**src/rtl/seg_scan_mux_if.sv**
```systemverilog
// -----------------------------------------------------------------------------
// seg_scan_mux_if
// Bundle between the per-road state machines and the seven-segment scanner.
//
//   countdown        [7*N_CH]  channel i seconds at [7i+6:7i]
//   state            [4*N_CH]  channel i light state at [4i+3:4i]
//   blink_en         [N_CH]    channel i blinks when set
//   lz_sup           [1]       blank the tens digit when countdown < 10
//   duanma           [8]       segment code, active-low, bit 7 = dp
//   shumaguan_choose [3*N_CH]  digit enables, active-low
//   frame_tick       [1]       one-cycle pulse on the last cycle of a frame
//
// master: the side that supplies channel data and watches the pins.
// slave : the scanner itself.
// -----------------------------------------------------------------------------
interface seg_scan_mux_if #(
    parameter int N_CH = 2
);
    logic [7*N_CH-1:0] countdown;
    logic [4*N_CH-1:0] state;
    logic [N_CH-1:0]   blink_en;
    logic              lz_sup;
    logic [7:0]        duanma;
    logic [3*N_CH-1:0] shumaguan_choose;
    logic              frame_tick;

    modport master (
        output countdown, state, blink_en, lz_sup,
        input  duanma, shumaguan_choose, frame_tick
    );

    modport slave (
        input  countdown, state, blink_en, lz_sup,
        output duanma, shumaguan_choose, frame_tick
    );
endinterface

```
**src/rtl/seg_scan_mux.sv**
```systemverilog
// -----------------------------------------------------------------------------
// seg_scan_mux
// Time-multiplexed driver for common-anode seven-segment displays. Each of the
// N_CH channels owns three digits: status glyph, countdown tens, countdown
// ones. Every digit gets a slot of DIV cycles; the first BLANK cycles of a
// slot keep all digits dark to avoid ghosting. Channels can blink with a half
// period of BLINK_FRAMES full frames.
//
//   clk   system clock
//   rst   asynchronous, active-low reset
//   bus   seg_scan_mux_if.slave (channel inputs, segment/digit outputs)
// -----------------------------------------------------------------------------
module seg_scan_mux #(
    parameter int N_CH         = 2,
    parameter int DIV          = 50000,
    parameter int BLANK        = 4,
    parameter int BLINK_FRAMES = 64
) (
    input  logic           clk,
    input  logic           rst,
    seg_scan_mux_if.slave  bus
);
    localparam int D      = 3 * N_CH;
    localparam int SLOT_W = (DIV > 1) ? $clog2(DIV) : 1;
    localparam int DIG_W  = $clog2(D);
    localparam int FRM_W  = (BLINK_FRAMES > 1) ? $clog2(BLINK_FRAMES) : 1;
    localparam logic [D-1:0] ONE_HOT0 = {{(D-1){1'b0}}, 1'b1};

    // Segment codes, active-low.
    function automatic logic [7:0] f_digit(input logic [6:0] v);
        case (v)
            7'd0:    f_digit = 8'hC0;
            7'd1:    f_digit = 8'hF9;
            7'd2:    f_digit = 8'hA4;
            7'd3:    f_digit = 8'hB0;
            7'd4:    f_digit = 8'h99;
            7'd5:    f_digit = 8'h92;
            7'd6:    f_digit = 8'h82;
            7'd7:    f_digit = 8'hF8;
            7'd8:    f_digit = 8'h80;
            7'd9:    f_digit = 8'h90;
            default: f_digit = 8'hFF;
        endcase
    endfunction

    function automatic logic [7:0] f_glyph(input logic [3:0] s);
        case (s)
            4'd0:    f_glyph = 8'h0F;   // r
            4'd1:    f_glyph = 8'h47;   // L
            4'd2:    f_glyph = 8'h11;   // y
            4'd3:    f_glyph = 8'h10;   // g
            4'd4:    f_glyph = 8'h11;   // y
            default: f_glyph = 8'hFF;
        endcase
    endfunction

    // Scan position
    logic [SLOT_W-1:0] r_slot;
    logic [DIG_W-1:0]  r_digit;
    logic [FRM_W-1:0]  r_frame;
    logic              r_blink_on;

    // Inputs captured at slot cycle 0
    logic [7*N_CH-1:0] r_cd_s;
    logic [4*N_CH-1:0] r_st_s;
    logic [N_CH-1:0]   r_be_s;
    logic              r_lz_s;

    // Registered outputs
    logic [7:0]        r_duanma;
    logic [D-1:0]      r_choose;
    logic              r_frame_tick;

    logic              w_slot_first;
    logic              w_slot_last;
    logic              w_digit_last;
    logic              w_frame_end;
    logic              w_frame_wrap;
    logic              w_in_blank;
    logic [7*N_CH-1:0] w_cd;
    logic [4*N_CH-1:0] w_st;
    logic [N_CH-1:0]   w_be;
    logic              w_lz;
    logic [7:0]        w_code [D];
    logic [7:0]        w_sel_code;
    logic [D-1:0]      w_choose;

    assign w_slot_first = (r_slot == '0);
    assign w_slot_last  = (r_slot == SLOT_W'(DIV - 1));
    assign w_digit_last = (r_digit == DIG_W'(D - 1));
    assign w_frame_end  = w_slot_last & w_digit_last;
    assign w_frame_wrap = (r_frame == FRM_W'(BLINK_FRAMES - 1));

    // On slot cycle 0 the capture registers are only being loaded, so the
    // live inputs are used directly. This matters only when BLANK = 0 and
    // the digit must light on the very edge that samples its data.
    assign w_cd = w_slot_first ? bus.countdown : r_cd_s;
    assign w_st = w_slot_first ? bus.state     : r_st_s;
    assign w_be = w_slot_first ? bus.blink_en  : r_be_s;
    assign w_lz = w_slot_first ? bus.lz_sup    : r_lz_s;

    generate
        if (BLANK == 0) begin : g_no_blank
            assign w_in_blank = 1'b0;
        end else begin : g_blank
            assign w_in_blank = (r_slot < SLOT_W'(BLANK));
        end
    endgenerate

    // Per-channel decode of the three digit codes.
    genvar gi;
    generate
        for (gi = 0; gi < N_CH; gi++) begin : g_ch
            logic [6:0] w_val;
            logic [3:0] w_state;
            logic       w_dark;
            logic       w_over;
            logic [6:0] w_tens;
            logic [6:0] w_ones;

            assign w_val   = w_cd[7*gi +: 7];
            assign w_state = w_st[4*gi +: 4];
            assign w_dark  = w_be[gi] & ~r_blink_on;
            assign w_over  = (w_val > 7'd99);
            assign w_tens  = w_val / 7'd10;
            assign w_ones  = w_val % 7'd10;

            assign w_code[3*gi+0] = w_dark ? 8'hFF : f_glyph(w_state);
            assign w_code[3*gi+1] = w_dark                      ? 8'hFF :
                                    w_over                      ? 8'hBF :
                                    (w_lz && w_val <= 7'd9)     ? 8'hFF :
                                                                  f_digit(w_tens);
            assign w_code[3*gi+2] = w_dark ? 8'hFF :
                                    w_over ? 8'hBF : f_digit(w_ones);
        end
    endgenerate

    assign w_sel_code = w_code[r_digit];
    assign w_choose   = ~(ONE_HOT0 << r_digit);

    always_ff @(posedge clk or negedge rst) begin
        if (!rst) begin
            r_slot       <= '0;
            r_digit      <= '0;
            r_frame      <= '0;
            r_blink_on   <= 1'b1;
            r_cd_s       <= '0;
            r_st_s       <= '0;
            r_be_s       <= '0;
            r_lz_s       <= 1'b0;
            r_duanma     <= 8'hFF;
            r_choose     <= '1;
            r_frame_tick <= 1'b0;
        end else begin
            if (w_slot_last) begin
                r_slot  <= '0;
                r_digit <= w_digit_last ? '0 : r_digit + DIG_W'(1);
            end else begin
                r_slot  <= r_slot + SLOT_W'(1);
            end

            if (w_frame_end) begin
                if (w_frame_wrap) begin
                    r_frame    <= '0;
                    r_blink_on <= ~r_blink_on;
                end else begin
                    r_frame    <= r_frame + FRM_W'(1);
                end
            end

            if (w_slot_first) begin
                r_cd_s <= bus.countdown;
                r_st_s <= bus.state;
                r_be_s <= bus.blink_en;
                r_lz_s <= bus.lz_sup;
            end

            if (w_in_blank) begin
                r_duanma <= 8'hFF;
                r_choose <= '1;
            end else begin
                r_duanma <= w_sel_code;
                r_choose <= w_choose;
            end

            r_frame_tick <= w_frame_end;
        end
    end

    assign bus.duanma           = r_duanma;
    assign bus.shumaguan_choose = r_choose;
    assign bus.frame_tick       = r_frame_tick;

endmodule
```
**src/flat_wrapper.sv**
```systemverilog
// flat-port wrapper written by rule: the top's interface ports become plain ports
module seg_scan_mux_flat 
#(
    parameter int N_CH         = 2,
    parameter int DIV          = 50000,
    parameter int BLANK        = 4,
    parameter int BLINK_FRAMES = 64
)
  (clk, rst, bus_countdown, bus_state, bus_blink_en, bus_lz_sup, bus_duanma, bus_shumaguan_choose, bus_frame_tick);
  seg_scan_mux_if #(.N_CH(N_CH)) bus_i ();
  input  logic clk;
  input  logic rst;
  input wire logic [$bits(bus_i.countdown)-1:0] bus_countdown;
  input wire logic [$bits(bus_i.state)-1:0] bus_state;
  input wire logic [$bits(bus_i.blink_en)-1:0] bus_blink_en;
  input wire logic [$bits(bus_i.lz_sup)-1:0] bus_lz_sup;
  output wire logic [$bits(bus_i.duanma)-1:0] bus_duanma;
  output wire logic [$bits(bus_i.shumaguan_choose)-1:0] bus_shumaguan_choose;
  output wire logic [$bits(bus_i.frame_tick)-1:0] bus_frame_tick;
  assign bus_i.countdown = bus_countdown;
  assign bus_i.state = bus_state;
  assign bus_i.blink_en = bus_blink_en;
  assign bus_i.lz_sup = bus_lz_sup;
  assign bus_duanma = bus_i.duanma;
  assign bus_shumaguan_choose = bus_i.shumaguan_choose;
  assign bus_frame_tick = bus_i.frame_tick;
  seg_scan_mux #(.N_CH(N_CH), .DIV(DIV), .BLANK(BLANK), .BLINK_FRAMES(BLINK_FRAMES)) u_core (.clk(clk), .rst(rst), .bus(bus_i));
endmodule
```
**config.mk**
```make
export PLATFORM = sky130hd
export DESIGN_NAME = seg_scan_mux_flat
export DESIGN_NICKNAME = d
export VERILOG_FILES = /design/src/rtl/seg_scan_mux_if.sv /design/src/rtl/seg_scan_mux.sv /design/src/flat_wrapper.sv
export SDC_FILE = /design/constraint.sdc
export NUM_CORES = 1
export LEC_CHECK = 0
export ABC_AREA = 0
export CAP_MARGIN = 20
export CORE_MARGIN = 8
export CORE_UTILIZATION = 30
export DETAILED_ROUTE_END_ITERATION = 6
export PLACE_DENSITY_LB_ADDON = 0.25
export SLEW_MARGIN = 40
export SYNTH_ARGS = -nofsm -noshare
export SYNTH_HDL_FRONTEND = slang
export SYNTH_SLANG_ARGS = --single-unit
```
**constraint.sdc**
```tcl
create_clock -name clk -period 10 [get_ports clk]
set_input_delay 2 -clock clk [delete_from_list [all_inputs] [get_ports clk]]
set_output_delay 2 -clock clk [all_outputs]
set_load 0.005 [all_outputs]
```
==> impl_metrics.tcl, run 1 <==
set metrics [dict create \
    status "completed" \
    synth-async-reset-ratio 1.000 \
    yosysTopAreaCell "dfrtp_1" \
    insertion_delay_ns 0.34 \
    r2r_slack_ns 3.41 \
    dieArea_sq_mm 0.02415 \
    cp_cell_sequence "clkdlybuf4s50_1, nor2b_1, a21oi_1, a21o_1, ha_1, o221a_2, o21ai_0, nand4_1, and2_1, a31oi_1, inv_1, ha_1, inv_1, o2bb2ai_2, inv_2, xnor2_1, ha_1, nand2_1, a21oi_1, o31ai_1, a21oi_1, o221ai_1" \
    yosysWarningCount 0 \
    worstHoldStart "u_core.r_slot[0]" \
    drt_iter0_drc 363 \
    syn2layout_area_growth_pct 16.29 \
    synth_top_area_frac 0.2189 \
    cts_buffers 9 \
    cap_violations 0 \
    diodes 0 \
    p_int_mw 0.5627 \
    rsz0062_at_grt "no" \
    htreeDepth 3 \
    num_vias 5362 \
    slowest_stage "clkdlybuf4s50_1" \
    swShare 0.3163 \
    grt_overflow 0 \
    grt_pass1_vias 5103 \
    cts.path.max_buffers 2 \
    power.switching_mw 0.2603 \
    synth-simple-area-share 0.2753 \
    synth_area_leaders "dfrtp_1 22%, dfstp_2 6.8%, ha_1 6.2%, nand2_1 4.8%, mux2i_1 4.8%" \
    muxShareOfSynthArea 0.07124 \
    ys_ff_latch 66 \
    synth_edf_count 0 \
    post-route-util 0.3518 \
    final_common_cell "nand2_1" \
    ys_seq_area_frac 0.2865 \
    layout_common_cells "75 x nand2_1, 51 x dfrtp_1, 48 x nor2_1" \
    fin_nets 790 \
    worstHoldPathType "register to register" \
    setup-violations-final 0 \
    track_usage 0.1416 \
    io_buffers 41 \
    pin_count 42 \
    grt_max_degree 67 \
    postCtsSetupBuffers 0 \
    place_congestion 0.8560 \
    hold_violations 0 \
    cp_max_fo 13 \
    die_y_um 155.4 \
    ys_dominant_reg_cell "dfrtp_1" \
    cts_sinks 66 \
    synth_fp_nets 765 \
    synthAdderAreaFrac 0.06567 \
    cts_resized 0 \
    period_needed_ns 6.839 \
    cts_root_buffer "clkbuf_16" \
    critPathLaunch "bus_countdown[11]" \
    synth.distinct_cells 84 \
    route.detailed.drc 0 \
    total_leakage_power_nw 2.796 \
    netlist_instances 709 \
    slew_headroom 0.5068 \
    core.rowCount 51 \
    wl_um 16980 \
    critPathTopFamily "compound AO/OA/AOI/OAI gates" \
    drtPass1Iterations 5 \
    end_kind "register" \
    clkPwrFrac 0.408 \
    hpwl_um 12600 \
    grt_pass1_wl_um 27590 \
    synth_xor_area_frac 0.03605 \
    tightest_slew_ns 0.7193 \
    netlist_area_sq_mm 0.005831 \
    p_seq_frac 0.344 \
    cts_hold_buffers 0 \
    cts_tree "done" \
    required_ns 10.24 \
    fin_tns_setup_ns 0 \
    reg2reg_from "u_core.r_slot[0]" \
    start_kind "input port" \
    synth_top_family_by_area "simple AND/OR/NAND/NOR gates" \
    power.density_mw_per_mm2 121.4 \
    wl_per_cell_um 16.92 \
    slowest_delay_ns 0.62 \
    crit_arrival_ns 7.08 \
    start_util 0.3026 \
    cp_num_buf_inv 4 \
    layout-drive-gt1-share 0.1042 \
    peakVddDrop_uv 76.16 \
    slew_viol_final 0 \
    finalCritPeriodShare 0.6839 \
    antenna_found_initial 0 \
    clkSlewWorstSetupHoldPaths_ns 0.06 \
    coreArea_sq_mm 0.01927 \
    synth-compound-area-share 0.2114 \
    fp.dieW_um 155.4 \
    critPathKind "input port to register" \
    avgViaCountPerCell 5.341 \
    syn_avg_cell_area_sq_um 8.224 \
    p_comb_frac 0.248 \
    max_freq_mhz 146.2 \
    ant_nets 0 \
    finClkSkew_ns 0.007183 \
]
cell type report:
type                            count  area (sq um)
Multi-Input combinational cell    567          3859
Timing Repair Buffer               45         439.2
Sequential cell                    66          1670
Tap cell                          265         331.6
Inverter                           45         168.9
Clock buffer                       10         239.0
Fill cell                        2049         12490
Clock inverter                      6         72.57
kinds of logic after synthesis:
kind of cell,after synthesis
simple gates,297
compound gates,175
buf+inv,76
flops,66
mux,40
fa+ha+maj,31
xor+xnor,24
synthesized netlist by cell type, types with 4 or more instances:
cell / n
o21a_1: 5
a221oi_1: 4
buf_2: 5
clkbuf_1: 22
a31o_2: 4
nor3_1: 24
nand3_1: 25
o211ai_1: 8
or3_1: 11
a211oi_1: 7
a31oi_1: 9
xor2_1: 12
and3_1: 11
nor2b_1: 20
mux2_2: 12
nor4_1: 9
inv_1: 41
o31ai_1: 8
a21oi_1: 33
nand4_1: 7
nand2_1: 75
nand2b_1: 16
o21ai_0: 38
o221ai_1: 4
nor4b_1: 5
nor3b_1: 5
mux2i_1: 28
nand3b_1: 8
o22ai_1: 4
a21o_1: 5
xnor2_1: 12
dfstp_2: 15
nor2_1: 48
ha_1: 29
dfrtp_1: 51
and2_1: 11
worst reg2reg max path: cells and delay by family, from the launching register on:
kind / cells / cell delay (ns)
buffers and inverters: 5 / 0.98
AND/OR/NAND/NOR: 5 / 1.63
XOR/XNOR: 1 / 0.29
AO/OA/AOI/OAI: 10 / 2.15
flip-flops: 1 / 0.41
adder cells (fa/ha/maj): 4 / 1.04
path summary, 6_finish.rpt:
check,cells past startpoint,endpoint
worst max-delay path,22,u_core.bus.duanma[4]
worst min-delay path,1,u_core.r_slot[0]
worst max register to register,25,u_core.bus.duanma[4]
worst min register to register,1,u_core.r_slot[0]
max in group asynchronous,2,u_core.r_be_s[0]
min in group asynchronous,2,u_core.r_cd_s[4]
per-stage QoR:
step | setup WS [ns] | hold WS (ns) | cells | cell area (sq um) | total power, mW
3_3_place_gp | 3.070 | 0.4711 | 988 | 6459 | 0.4906
4_1_cts | 3.205 | 0.4886 | 1004 | 6780 | 0.8301
5_1_grt | 2.704 | 0.5087 | 1004 | 6780 | 0.8675
2_1_floorplan | 4.043 | 0.4473 | 709 | 5831 | 0.4319
3_5_place_dp | 2.869 | 0.4802 | 988 | 6469 | 0.4903
6_report | 3.161 | 0.4881 | 1004 | 6780 | 0.8230
registers in the layout, summed over array words and instances (netlist names), 2 cells and up:
| name | count |
|---|---|
| u_core.r_slot | 16 |
| u_core.r_cd_s | 14 |
| u_core.bus.duanma | 8 |
| u_core.r_st_s | 8 |
| u_core.bus.shumaguan_choose | 6 |
| u_core.r_frame | 6 |
| u_core.r_digit | 3 |
| u_core.r_be_s | 2 |
power by group through the flow:
stage,clock (mW),combinational (mW),sequential (mW)
3_5_place_dp,0,0.202,0.288
5_1_grt,0.355,0.228,0.284
2_1_floorplan,0,0.148,0.284
4_1_cts,0.343,0.204,0.283
3_3_place_gp,0,0.203,0.288
6_report,0.336,0.204,0.283
per-layer routing:
metal	GRT usage	wire length, um	vias up
met5	0	0	-
met1	0.2075	8764	2563
met4	0.03743	252	0
li1	-	-	2646
met2	0.2048	7024	135
met3	0.02913	943	18
(Power assumes the default switching activity.)
==> run 2, diff against run 1 <==
==> constraint.sdc (replaced) <==
create_clock -name clk -period 5.9 [get_ports clk]
set_input_delay 1.18 -clock clk [delete_from_list [all_inputs] [get_ports clk]]
set_output_delay 1.18 -clock clk [all_outputs]
set_load 0.005 [all_outputs]
==> impl_metrics.tcl, run 2 (synthesis results as in run 1) <==
set metrics [dict create \
    insertion_delay_ns 0.34 \
    cp_cell_sequence "clkdlybuf4s50_1, nor2b_1, a21oi_1, a21o_1, ha_1, buf_4, nor2_1, o21ai_0, nand4_1, and2_1, a31oi_1, inv_1, ha_1, inv_1, o2bb2ai_2, inv_2, xnor2_1, inv_1, ha_1, mux2_2, a31oi_1, o211ai_1" \
    end_kind "register" \
    required_ns 6.15 \
    avgViaCountPerCell 5.259 \
    syn2layout_area_growth_pct 17.79 \
    tightest_slew_ns 0.7131 \
    wl_per_cell_um 16.71 \
    clkSlewWorstSetupHoldPaths_ns 0.05 \
    reg_top3 "u_core.r_slot x16, u_core.r_cd_s x14" \
    finalCritPeriodShare 0.9275 \
    setup-violations-final 0 \
    crit_arrival_ns 5.73 \
    fin_tns_setup_ns 0 \
    critPathKind "input port to register" \
    cts_sinks 66 \
    ant_nets 0 \
    cp_max_fo 11 \
    grt_pass1_vias 5059 \
    pin_count 42 \
    cp_num_buf_inv 6 \
    slew_headroom 0.5246 \
    status "completed" \
    wl_um 17020 \
    ff_latch_area_sq_mm 0.001670 \
    slowest_stage "clkdlybuf4s50_1" \
    cts_tree "done" \
    slowest_delay_ns 0.65 \
    layout-drive-gt1-share 0.1180 \
    grt_overflow 0 \
    cts_buffers 9 \
    power.density_mw_per_mm2 199.4 \
    largest_reg_flops 16 \
    placed_cells 1003 \
    core.rowCount 51 \
    diodes 0 \
    fin_nets 805 \
    final_common_cell "nand2_1" \
    cap_violations 0 \
    n_fill_cell 2018 \
    layout_common_cells "75 x nand2_1, 51 x dfrtp_1, 48 x nor2_1" \
    top_register "u_core.r_slot" \
    num_vias 5359 \
    grt_max_degree 67 \
    worstHoldPathType "register to register" \
    critPathTopFamily "buffers and inverters" \
    finalPower_mw 1.370 \
    finClkSkew_ns 0.007484 \
    io_buffers 41 \
    die_y_um 155.4 \
    coreArea_sq_mm 0.01927 \
    rsz0062_at_grt "no" \
    cts.path.max_buffers 2 \
    route.detailed.drc 0 \
    total_leakage_power_nw 2.856 \
    period_needed_ns 5.472 \
    postCtsSetupBuffers 0 \
    max_freq_mhz 182.7 \
    track_usage 0.1427 \
    drtPass1Iterations 5 \
    fp.dieW_um 155.4 \
    peakVddDrop_uv 136.9 \
    start_util 0.3026 \
    hold_violations 0 \
    antenna_found_initial 0 \
    cts_root_buffer "clkbuf_16" \
    place_congestion 0.8850 \
    dieArea_sq_mm 0.02415 \
    multi_input_area_sq_mm 0.003856 \
    layout.cells.non_filler 1019 \
    hpwl_um 12750 \
    slew_viol_final 0 \
    drt_iter0_drc 369 \
    grt_pass1_wl_um 27510 \
    start_kind "input port" \
    htreeDepth 3 \
]
run 2: worst reg2reg max path: cells and delay by family, from the launching register on:
family                   cells  cell delay, ns
buffers and inverters        6            0.69
flip-flops                   1            0.40
AND/OR/NAND/NOR              4            1.18
adder cells (fa/ha/maj)      4            0.91
AO/OA/AOI/OAI                6            1.24
XOR/XNOR                     1            0.28
multiplexers                 2            0.65
run 2: final cells by class:
cell class,count,area share
well taps,265,0.04828
clock buffers,12,0.03443
clock inverters,4,0.007652
inverters,45,0.02459
multi-input cells,567,0.5615
repair buffers,60,0.08034
flip-flops and latches,66,0.2432
run 2: metrics by stage:
step / cell area, sq um / hold slack [ns] / util / worst slack, ns
after floorplan: 5831 / 0.4473 / - / 0.4877
after global placement: 6571 / 0.4729 / 0.3410 / 0.2463
after detailed placement: 6575 / 0.4800 / 0.3412 / 0.1520
after CTS: 6864 / 0.4877 / 0.3562 / 0.4828
after global routing: 6868 / 0.5177 / 0.3564 / 0.005592
final: 6868 / 0.4868 / 0.3564 / 0.4280
run 2: routing by layer:
| metal | wire (um) | track usage | up-vias | share of wire |
|---|---|---|---|---|
| met1 | 8639 | 0.2074 | 2540 | 0.51 |
| met2 | 7101 | 0.2058 | 145 | 0.42 |
| met5 | 0 | 0 | - | 0 |
| li1 | - | - | 2664 | - |
| met3 | 1145 | 0.03939 | 10 | 0.067 |
| met4 | 138 | 0.02726 | 0 | 0.0081 |
run 2: what timing repair did:
action,in CTS,in global routing
hold buffers,0,0
gates resized for setup,0,1
setup endpoints to repair,0,4
run 2: power by group:
part | internal, mW | switching [mW] | leakage [nW]
Clock | 0.328 | 0.205 | 0.141
Combinational | 0.151 | 0.205 | 1.92
Sequential | 0.467 | 0.0142 | 0.798
run 2: worst paths after layout:
check | slack, ns | endpoint | startpoint | cells past startpoint
max in group asynchronous | 4.51 | u_core.r_cd_s[7] | rst | 2
max reg2reg | 0.48 | u_core.bus.duanma[3] | u_core.r_slot[0] | 23
max | 0.43 | u_core.bus.duanma[3] | bus_countdown[11] | 22
min reg2reg | 0.49 | u_core.r_slot[0] | u_core.r_slot[0] | 1
min | 0.49 | u_core.r_slot[0] | u_core.r_slot[0] | 1
min in group asynchronous | 0.93 | u_core.r_cd_s[5] | rst | 2
